## src/rtl/dcache_req_arbiter.sv

```systemverilog
// rtl/dcache_req_arbiter.sv - round-robin arbiter sharing one dcache request port
// Locks the winner through grant and late-tag phases; an in-order ID FIFO routes responses.
module dcache_req_arbiter #(
    parameter int NR_PORTS = 3,
    parameter int IDX_W    = 12,
    parameter int TAG_W    = 44,
    parameter int DATA_W   = 64,
    parameter int MAX_OUT  = 4
) (
    input  logic                       clk_i,
    input  logic                       rst_i,
    input  logic [NR_PORTS-1:0]        req_i,
    input  logic [NR_PORTS-1:0]        we_i,
    input  logic [NR_PORTS*IDX_W-1:0]  index_i,
    input  logic [NR_PORTS*TAG_W-1:0]  tag_i,
    input  logic [NR_PORTS*DATA_W-1:0] wdata_i,
    input  logic [NR_PORTS*DATA_W/8-1:0] be_i,
    input  logic [NR_PORTS*2-1:0]      size_i,
    input  logic [NR_PORTS-1:0]        tag_valid_i,
    input  logic [NR_PORTS-1:0]        kill_i,
    output logic [NR_PORTS-1:0]        gnt_o,
    output logic [NR_PORTS-1:0]        rvalid_o,
    output logic [DATA_W-1:0]          rdata_o,
    output logic                       cache_req_o,
    output logic                       cache_we_o,
    output logic [IDX_W-1:0]           cache_index_o,
    output logic [TAG_W-1:0]           cache_tag_o,
    output logic [DATA_W-1:0]          cache_wdata_o,
    output logic [DATA_W/8-1:0]        cache_be_o,
    output logic [1:0]                 cache_size_o,
    output logic                       cache_tag_valid_o,
    output logic                       cache_kill_o,
    input  logic                       cache_gnt_i,
    input  logic                       cache_rvalid_i,
    input  logic [DATA_W-1:0]          cache_rdata_i,
    output logic                       busy_o,
    output logic                       proto_err_o
);
    localparam int PW = $clog2(NR_PORTS);
    localparam int AW = $clog2(MAX_OUT);
    localparam int BW = DATA_W / 8;

    localparam logic [1:0] S_IDLE     = 2'd0;
    localparam logic [1:0] S_WAIT_GNT = 2'd1;
    localparam logic [1:0] S_TAG      = 2'd2;

    logic [1:0]    state;
    logic [PW-1:0] rr;
    logic [PW-1:0] lat;
    logic [PW-1:0] id_q [MAX_OUT];
    logic          killed_q [MAX_OUT];
    logic [AW-1:0] wr_ptr;
    logic [AW-1:0] rd_ptr;
    logic [AW:0]   count;

    logic          full;
    logic          arb_valid;
    logic [PW-1:0] arb_win;
    int            best_d;
    logic [PW-1:0] sel;
    logic          sel_vld;
    logic          grant;
    logic          push;
    logic          pop;
    logic          kill_mark;
    logic          head_killed;

    assign full = (count == (AW+1)'(MAX_OUT));

    // Distance from the port after rr decides priority; the nearest requester wins.
    always_comb begin
        best_d    = NR_PORTS;
        arb_win   = '0;
        arb_valid = |req_i;
        for (int p = 0; p < NR_PORTS; p++) begin
            if (req_i[p] && ((p + 2 * NR_PORTS - int'(rr) - 1) % NR_PORTS) < best_d) begin
                best_d  = (p + 2 * NR_PORTS - int'(rr) - 1) % NR_PORTS;
                arb_win = PW'(p);
            end
        end
    end

    always_comb begin
        sel         = '0;
        sel_vld     = 1'b0;
        cache_req_o = 1'b0;
        unique case (state)
            S_IDLE: begin
                if (!full && arb_valid) begin
                    sel         = arb_win;
                    sel_vld     = 1'b1;
                    cache_req_o = 1'b1;
                end
            end
            S_WAIT_GNT: begin
                sel         = lat;
                sel_vld     = 1'b1;
                cache_req_o = req_i[lat];
            end
            S_TAG: begin
                sel     = lat;
                sel_vld = 1'b1;
            end
            default: ;
        endcase
        if (rst_i) begin
            sel_vld     = 1'b0;
            cache_req_o = 1'b0;
        end
    end

    always_comb begin
        cache_we_o        = 1'b0;
        cache_index_o     = '0;
        cache_tag_o       = '0;
        cache_wdata_o     = '0;
        cache_be_o        = '0;
        cache_size_o      = '0;
        cache_tag_valid_o = 1'b0;
        cache_kill_o      = 1'b0;
        if (sel_vld) begin
            for (int p = 0; p < NR_PORTS; p++) begin
                if (sel == PW'(p)) begin
                    cache_we_o        = we_i[p];
                    cache_index_o     = index_i[p*IDX_W +: IDX_W];
                    cache_tag_o       = tag_i[p*TAG_W +: TAG_W];
                    cache_wdata_o     = wdata_i[p*DATA_W +: DATA_W];
                    cache_be_o        = be_i[p*BW +: BW];
                    cache_size_o      = size_i[p*2 +: 2];
                    cache_tag_valid_o = tag_valid_i[p];
                    cache_kill_o      = kill_i[p];
                end
            end
        end
    end

    assign grant     = cache_req_o & cache_gnt_i;
    assign push      = grant;
    assign pop       = cache_rvalid_i && (count != '0);
    assign kill_mark = (state == S_TAG) && cache_kill_o;
    // A kill landing on the entry being popped must still suppress its response.
    assign head_killed = killed_q[rd_ptr] | (kill_mark && (rd_ptr == (wr_ptr - 1'b1)));

    always_comb begin
        gnt_o    = '0;
        rvalid_o = '0;
        for (int p = 0; p < NR_PORTS; p++) begin
            gnt_o[p]    = grant && (sel == PW'(p));
            rvalid_o[p] = pop && !head_killed && (id_q[rd_ptr] == PW'(p));
        end
    end

    assign rdata_o = cache_rdata_i;
    assign busy_o  = (state != S_IDLE) || (count != '0);

    always_ff @(posedge clk_i or posedge rst_i) begin
        if (rst_i) begin
            state       <= S_IDLE;
            rr          <= '0;
            lat         <= '0;
            wr_ptr      <= '0;
            rd_ptr      <= '0;
            count       <= '0;
            proto_err_o <= 1'b0;
            for (int i = 0; i < MAX_OUT; i++) begin
                id_q[i]     <= '0;
                killed_q[i] <= 1'b0;
            end
        end else begin
            unique case (state)
                S_IDLE: begin
                    if (grant) begin
                        rr    <= sel;
                        lat   <= sel;
                        state <= cache_we_o ? S_IDLE : S_TAG;
                    end else if (cache_req_o) begin
                        lat   <= sel;
                        state <= S_WAIT_GNT;
                    end
                end
                S_WAIT_GNT: begin
                    if (!req_i[lat]) begin
                        state <= S_IDLE;
                    end else if (grant) begin
                        rr    <= lat;
                        state <= cache_we_o ? S_IDLE : S_TAG;
                    end
                end
                S_TAG: begin
                    if (cache_kill_o || cache_tag_valid_o) begin
                        state <= S_IDLE;
                    end
                end
                default: state <= S_IDLE;
            endcase

            if (push) begin
                id_q[wr_ptr]     <= sel;
                killed_q[wr_ptr] <= 1'b0;
                wr_ptr           <= wr_ptr + 1'b1;
            end
            if (kill_mark) begin
                killed_q[wr_ptr - 1'b1] <= 1'b1;
            end
            if (pop) begin
                rd_ptr <= rd_ptr + 1'b1;
            end
            unique case ({push, pop})
                2'b10:   count <= count + 1'b1;
                2'b01:   count <= count - 1'b1;
                default: ;
            endcase
            if (cache_rvalid_i && (count == '0)) begin
                proto_err_o <= 1'b1;
            end
        end
    end
endmodule

```

## config.mk

```make
export PLATFORM = sky130hd
export DESIGN_NAME = dcache_req_arbiter
export DESIGN_NICKNAME = d
export VERILOG_FILES = /design/src/rtl/dcache_req_arbiter.sv
export SDC_FILE = /design/constraint.sdc
export NUM_CORES = 1
export LEC_CHECK = 0
export BUFFER_PORTS_ARGS = -buffer_cell sky130_fd_sc_hd__buf_2
export CAP_MARGIN = 20
export CORE_AREA = 5 5 260 262
export CTS_CLUSTER_SIZE = 28
export DETAILED_ROUTE_END_ITERATION = 16
export DIE_AREA = 0 0 265 267
export PLACE_DENSITY_LB_ADDON = 0.12
export SLEW_MARGIN = 15
export SYNTH_ARGS = -nofsm -noshare
export SYNTH_HDL_FRONTEND = slang
export SYNTH_SLANG_ARGS = --single-unit
```

## constraint.sdc

```tcl
create_clock -name clk_i -period 15.95 [get_ports clk_i]
set_clock_uncertainty 0.2 [all_clocks]
set_input_delay 3.19 -clock clk_i [delete_from_list [all_inputs] [get_ports clk_i]]
set_output_delay 3.19 -clock clk_i [all_outputs]
set_load 0.01 [all_outputs]
```

==> results of run 1 <==
==> layout make-up <==
| cell class | count | area share [%] |
|---|---|---|
| inverters | 42 | 1.433 |
| clock buffers | 3 | 0.6719 |
| well taps | 864 | 9.675 |
| clock inverters | 1 | 0.2688 |
| multi-input cells | 860 | 54.80 |
| diodes | 9 | 0.2016 |
| flip-flops and latches | 26 | 5.823 |
| repair buffers | 576 | 27.12 |
==> power breakdown <==
part / switching, mW / internal [mW]
clock: 0.0264 / 0.0501
sequential: 0.0271 / 0.0906
combinational: 1.67 / 1.07
total: 1.72 / 1.21
==> per-stage QoR <==
stage,instances,setup WS (ns),hold slack (ns)
2_1_floorplan,1096,3.411,0.2432
3_3_place_gp,2367,1.710,0.2385
3_5_place_dp,2367,1.549,0.2424
4_1_cts,2371,1.226,0.2602
5_1_grt,2376,0.5509,0.2866
6_report,2381,1.636,0.2553
==> sequential cells by signal, indices dropped and copies added, names as in the netlist <==
register and cells:
count 3, id_q 8, killed_q 4, lat 2, proto_err_o 1, rd_ptr 2
rr 2, state 2, wr_ptr 2
==> routing by layer <==
| layer | wire (um) | track usage [%] |
|---|---|---|
| met1 | 23880 | 18.97 |
| met2 | 29790 | 27.75 |
| met3 | 4381 | 3.650 |
| met4 | 2176 | 4.573 |
| met5 | 32 | 0 |
==> final timing paths <==
kind / startpoint / end / slack (ns) / depth (start not counted)
worst max-delay path: rr[0] / cache_wdata_o[61] / 1.64 / 42
worst min-delay path: proto_err_o / proto_err_o / 0.26 / 1
worst max register to register: rr[0] / state[1] / 5.32 / 42
worst min register to register: proto_err_o / proto_err_o / 0.26 / 1
max in group asynchronous: rst_i / id_q[3] / 12.45 / 3
min in group asynchronous: rst_i / count[1] / 2.82 / 3
==> worst reg2reg max path: cells and delay by family (launching register included) <==
| family | cells | cell delay, ns |
|---|---|---|
| flip-flops | 1 | 0.61 |
| AO/OA/AOI/OAI | 20 | 4.19 |
| adder cells (fa/ha/maj) | 5 | 1.79 |
| buffers and inverters | 7 | 1.54 |
| XOR/XNOR | 1 | 0.14 |
| multiplexers | 1 | 0.31 |
| AND/OR/NAND/NOR | 8 | 1.74 |
==> kinds of logic (layout without fill, tap and decap cells) <==
family	count (synthesis)	in the layout
other cells	1	10
buf+inv	210	622
flops	26	26
simple gates	283	283
mux	8	8
xor+xnor	14	14
compound gates	470	470
fa+ha+maj	84	84
==> cell usage after synthesis (7+ instances only) <==
| cell | n | area, um2 |
|---|---|---|
| a22oi_1 | 130 | 975.9 |
| xnor2_1 | 8 | 70.07 |
| inv_1 | 38 | 142.6 |
| a21oi_1 | 66 | 330.3 |
| nor2_1 | 155 | 581.8 |
| buf_4 | 64 | 480.5 |
| dfrtp_1 | 26 | 650.6 |
| buf_2 | 20 | 100.1 |
| o21ai_0 | 46 | 230.2 |
| clkbuf_1 | 69 | 259.0 |
| ha_1 | 83 | 1039 |
| a31oi_1 | 10 | 62.56 |
| nand4_1 | 11 | 68.82 |
| nand2_1 | 60 | 225.2 |
| a21o_1 | 14 | 105.1 |
| a41oi_1 | 13 | 113.9 |
| nor3_1 | 11 | 55.05 |
| a211oi_1 | 8 | 60.06 |
| a22o_1 | 137 | 1200 |
| buf_6 | 11 | 123.9 |
| o31ai_1 | 7 | 52.55 |
==> results.cfg, run 1 <==
[global_route]
antenna_found_initial = 34
grt_pass1_wl_um = 81650
grt_pass1_vias = 10570
grt_remaining_overflow = 0
grtUsageTotal_pct = 15.67
grt_max_degree = 82

[floorplan]
start_util_pct = 12.08
dieHeight_um = 267
dieArea_um2 = 70760
ios = 676
chipWidth_um = 265
row_count = 94
placeableCoreArea_um2 = 65160

[logic_synthesis]
synth-xor-area-share_pct = 1.558
synth_top_family_by_area = compound AO/OA/AOI/OAI gates
postSynthCellCount = 1096
synth-seq-area-share_pct = 8.266
muxShareOfSynthArea_pct = 1.510
synth-async-reset-ratio_pct = 100.0
ys_types = 72
yosys.area_share.simple_pct = 15.98
syn_nets = 1650
yosys_warnings = 0
synth_fa_ha_area_share_pct = 13.45
yosys_register_bits = 26
synth_compound_area_share_pct = 44.76
syn_area_um2 = 7871
syn_area_per_cell_um2 = 7.182
synth_flop_cell = dfrtp_1
synth_edf_count = 0

[clocking]
h-tree-depth = 1
tritoncts = yes
clk_path_buf_depth = 2
postCtsResizedCells = 0
post-cts-setup-buffer-count = 0
ctsHoldBuffers = 0
numCtsBuffers = 3
root_buffer = clkbuf_16
clock_latency_ns = 0.27
clock_sinks = 26
path_clk_slew_ns = 0.08

[cells_and_area]
fill_cells = 7686
layout.nets = 2063
drive_gt1_share_pct = 40.12
final_cell_mix = buf_2 (547), nor2_1 (153), a22o_1 (137)
synthToLayoutAreaGrowth_pct = 41.95
design_area_um2 = 11170
fin_util_pct = 17.15
layout.area.seq_um2 = 650.6
layout_commonest_cell = buf_2
multi_input_area_um2 = 6123

[sta]
slew_headroom_pct = 30.30
setup_viol = 0
finalMaxSlewViolations = 0
tightest_slew_ns = 1.046
min_period_ns = 14.31
hold_violations = 0
min_period_over_period_pct = 89.74
rsz0062_at_grt = no
setup-tns-final_ns = 0
fmax_ghz = 0.06986

[critical_path]
cpMaxStageDelayCell = o31ai_1
required_ns = 12.56
max_stage_delay_ns = 0.68
crit_type = reg2out
path_buf_inv = 7
critical_path.top_delay_family = compound AO/OA/AOI/OAI gates
worstPathMaxFanout = 66
crit_top_cell = ha_1
cp-start-kind = flop
cp-end-kind = primary output
arrival_ns = 10.92

[min_path]
holdCritPathClass = reg2reg

[place]
placed_area_um2 = 11040
place_congestion = 0.9053
dpl.hpwl_um = 50840
io_buffers = 547

[routing]
wl_um = 60260
ant_nets = 0
post-route-drc-count = 0
drt_iter0_drc = 643
wl_per_cell_um = 25.31
vias_per_cell = 4.433
vias = 10560
first_pass_iters = 7

[pwr]
power.leakage_nw = 5.380
total_power_mw = 2.934
vdd_ir_drop_max_uv = 80.11
power_density_nw_per_um2 = 262.6

[run]
drv_cap = 0

[outcome]
status = complete, no violations
(Power assumes the default switching activity.)
==> run 2, diff against run 1 <==
--- a/config.mk
+++ b/config.mk
@@ -5,12 +5,12 @@
 export SDC_FILE = /design/constraint.sdc
 export NUM_CORES = 1
 export LEC_CHECK = 0
-export BUFFER_PORTS_ARGS = -buffer_cell sky130_fd_sc_hd__buf_2
 export CAP_MARGIN = 20
-export CORE_AREA = 5 5 260 262
+export CORE_AREA = 5 5 257 259
 export CTS_CLUSTER_SIZE = 28
 export DETAILED_ROUTE_END_ITERATION = 16
-export DIE_AREA = 0 0 265 267
+export DIE_AREA = 0 0 262 264
+export DONT_BUFFER_PORTS = 1
 export PLACE_DENSITY_LB_ADDON = 0.12
 export SLEW_MARGIN = 15
 export SYNTH_ARGS = -nofsm -noshare
==> results.cfg, run 2 (same netlist as run 1, synthesis figures left out) <==
[place]
dpl.hpwl_um = 46610
io_buffers = 0
placed_area_um2 = 8264
place_congestion = 0.9018

[critical_path]
crit_type = reg2out
crit_top_cell = ha_1
critical_path.top_delay_family = compound AO/OA/AOI/OAI gates
arrival_ns = 11.33
worstPathMaxFanout = 39
path_buf_inv = 5
cpMaxStageDelayCell = clkinv_1
cp-end-kind = primary output
required_ns = 12.56
max_stage_delay_ns = 0.64
cp-start-kind = flop

[clocking]
root_buffer = clkbuf_16
clk_path_buf_depth = 2
h-tree-depth = 1
ctsHoldBuffers = 0
tritoncts = yes
clock_sinks = 26
clock_latency_ns = 0.27
numCtsBuffers = 3
post-cts-setup-buffer-count = 0
postCtsResizedCells = 0
path_clk_slew_ns = 0.06

[cells_and_area]
layout.area.seq_um2 = 650.6
layout.nets = 1515
fill_cells = 7382
multi_input_area_um2 = 6123
top_regs = id_q x8, killed_q x4, count x3
synthToLayoutAreaGrowth_pct = 6.676
largest_register = id_q
final_cell_mix = nor2_1 (153), a22o_1 (137), a22oi_1 (130)
drive_gt1_share_pct = 5.938
layout_commonest_cell = nor2_1
design_area_um2 = 8397
fin_util_pct = 13.19
largest_reg_flops = 8

[sta]
setup_viol = 0
finalMaxSlewViolations = 0
slew_headroom_pct = 37.69
rsz0062_at_grt = no
hold-worst-slack_ns = 0.2764
tightest_slew_ns = 0.9347
hold_violations = 0
min_period_over_period_pct = 92.28
min_period_ns = 14.72
setup-tns-final_ns = 0
fmax_ghz = 0.06794

[routing]
vias = 8744
post-route-drc-count = 0
drt_iter0_drc = 887
wl_um = 54980
vias_per_cell = 4.789
ant_nets = 0
wl_per_cell_um = 30.11
first_pass_iters = 5

[floorplan]
placeableCoreArea_um2 = 63650
row_count = 93
chipWidth_um = 262
dieArea_um2 = 69170
start_util_pct = 12.37
dieHeight_um = 264
ios = 676

[global_route]
antenna_found_initial = 35
grt_pass1_vias = 8461
grt_remaining_overflow = 0
grtUsageTotal_pct = 14.74
grt_pass1_wl_um = 73210
grt_max_degree = 85

[pwr]
power.leakage_nw = 3.044
power_density_nw_per_um2 = 324.0
vdd_ir_drop_max_uv = 134.1
total_power_mw = 2.721

[outcome]
status = complete, no violations

[run]
drv_cap = 0

[min_path]
holdCritPathClass = reg2reg
==> run 2: changes by cell type in the layout (fill, tap and decap cells not counted), sizes merged <==
| cell | before | now |
|---|---|---|
| buf | 576 | 28 |
| diode | 9 | 11 |
==> run 2: worst reg2reg max path: cells and delay by family, from the launching register on <==
family | cells | cell delay (ns)
multiplexers | 1 | 0.30
adder cells (fa/ha/maj) | 5 | 1.83
flip-flops | 1 | 0.58
XOR/XNOR | 1 | 0.13
buffers and inverters | 5 | 1.75
AO/OA/AOI/OAI | 18 | 4.16
AND/OR/NAND/NOR | 10 | 1.95
==> run 2: layout make-up <==
cell class,instances,share of cell area [%]
Sequential cell,26,7.748
Clock inverter,1,0.3576
Tap cell,855,12.74
Timing Repair Buffer,28,3.099
Clock buffer,3,0.8941
Inverter,42,1.907
Multi-Input combinational cell,860,72.93
Antenna cell,11,0.3278
==> run 2: power breakdown <==
part / total [mW] / switching (mW) / internal [mW]
clock network: 0.0755 / 0.0255 / 0.0501
logic: 2.53 / 1.62 / 0.904
registers: 0.119 / 0.0280 / 0.0906
total: 2.72 / 1.68 / 1.04
==> run 2: metal layers <==
metal  wire [um]  track usage, %  share of wire, %
met1       22580           18.56                41
met5          13               0             0.024
met2       26450           24.78                48
met3        4792           4.941               8.7
met4        1138           2.656               2.1
==> run 2: final timing paths <==
kind / startpoint / endpoint / slack [ns] / cells after the start
setup reg to reg: rr[0] / state[1] / 4.95 / 40
hold reg to reg: id_q[0] / id_q[0] / 0.28 / 2
max in group asynchronous: rst_i / lat[0] / 12.28 / 2
setup / recovery: rr[0] / cache_wdata_o[61] / 1.23 / 40
min in group asynchronous: rst_i / count[0] / 2.64 / 1
hold / removal: id_q[0] / id_q[0] / 0.28 / 2
==> run 2: metrics by stage <==
step,cells,worst slack [ns]
detailed placement,1811,1.610
global placement,1811,1.864
floorplan,1096,3.411
finish,1826,1.232
global route,1818,0.2977
CTS,1815,1.206
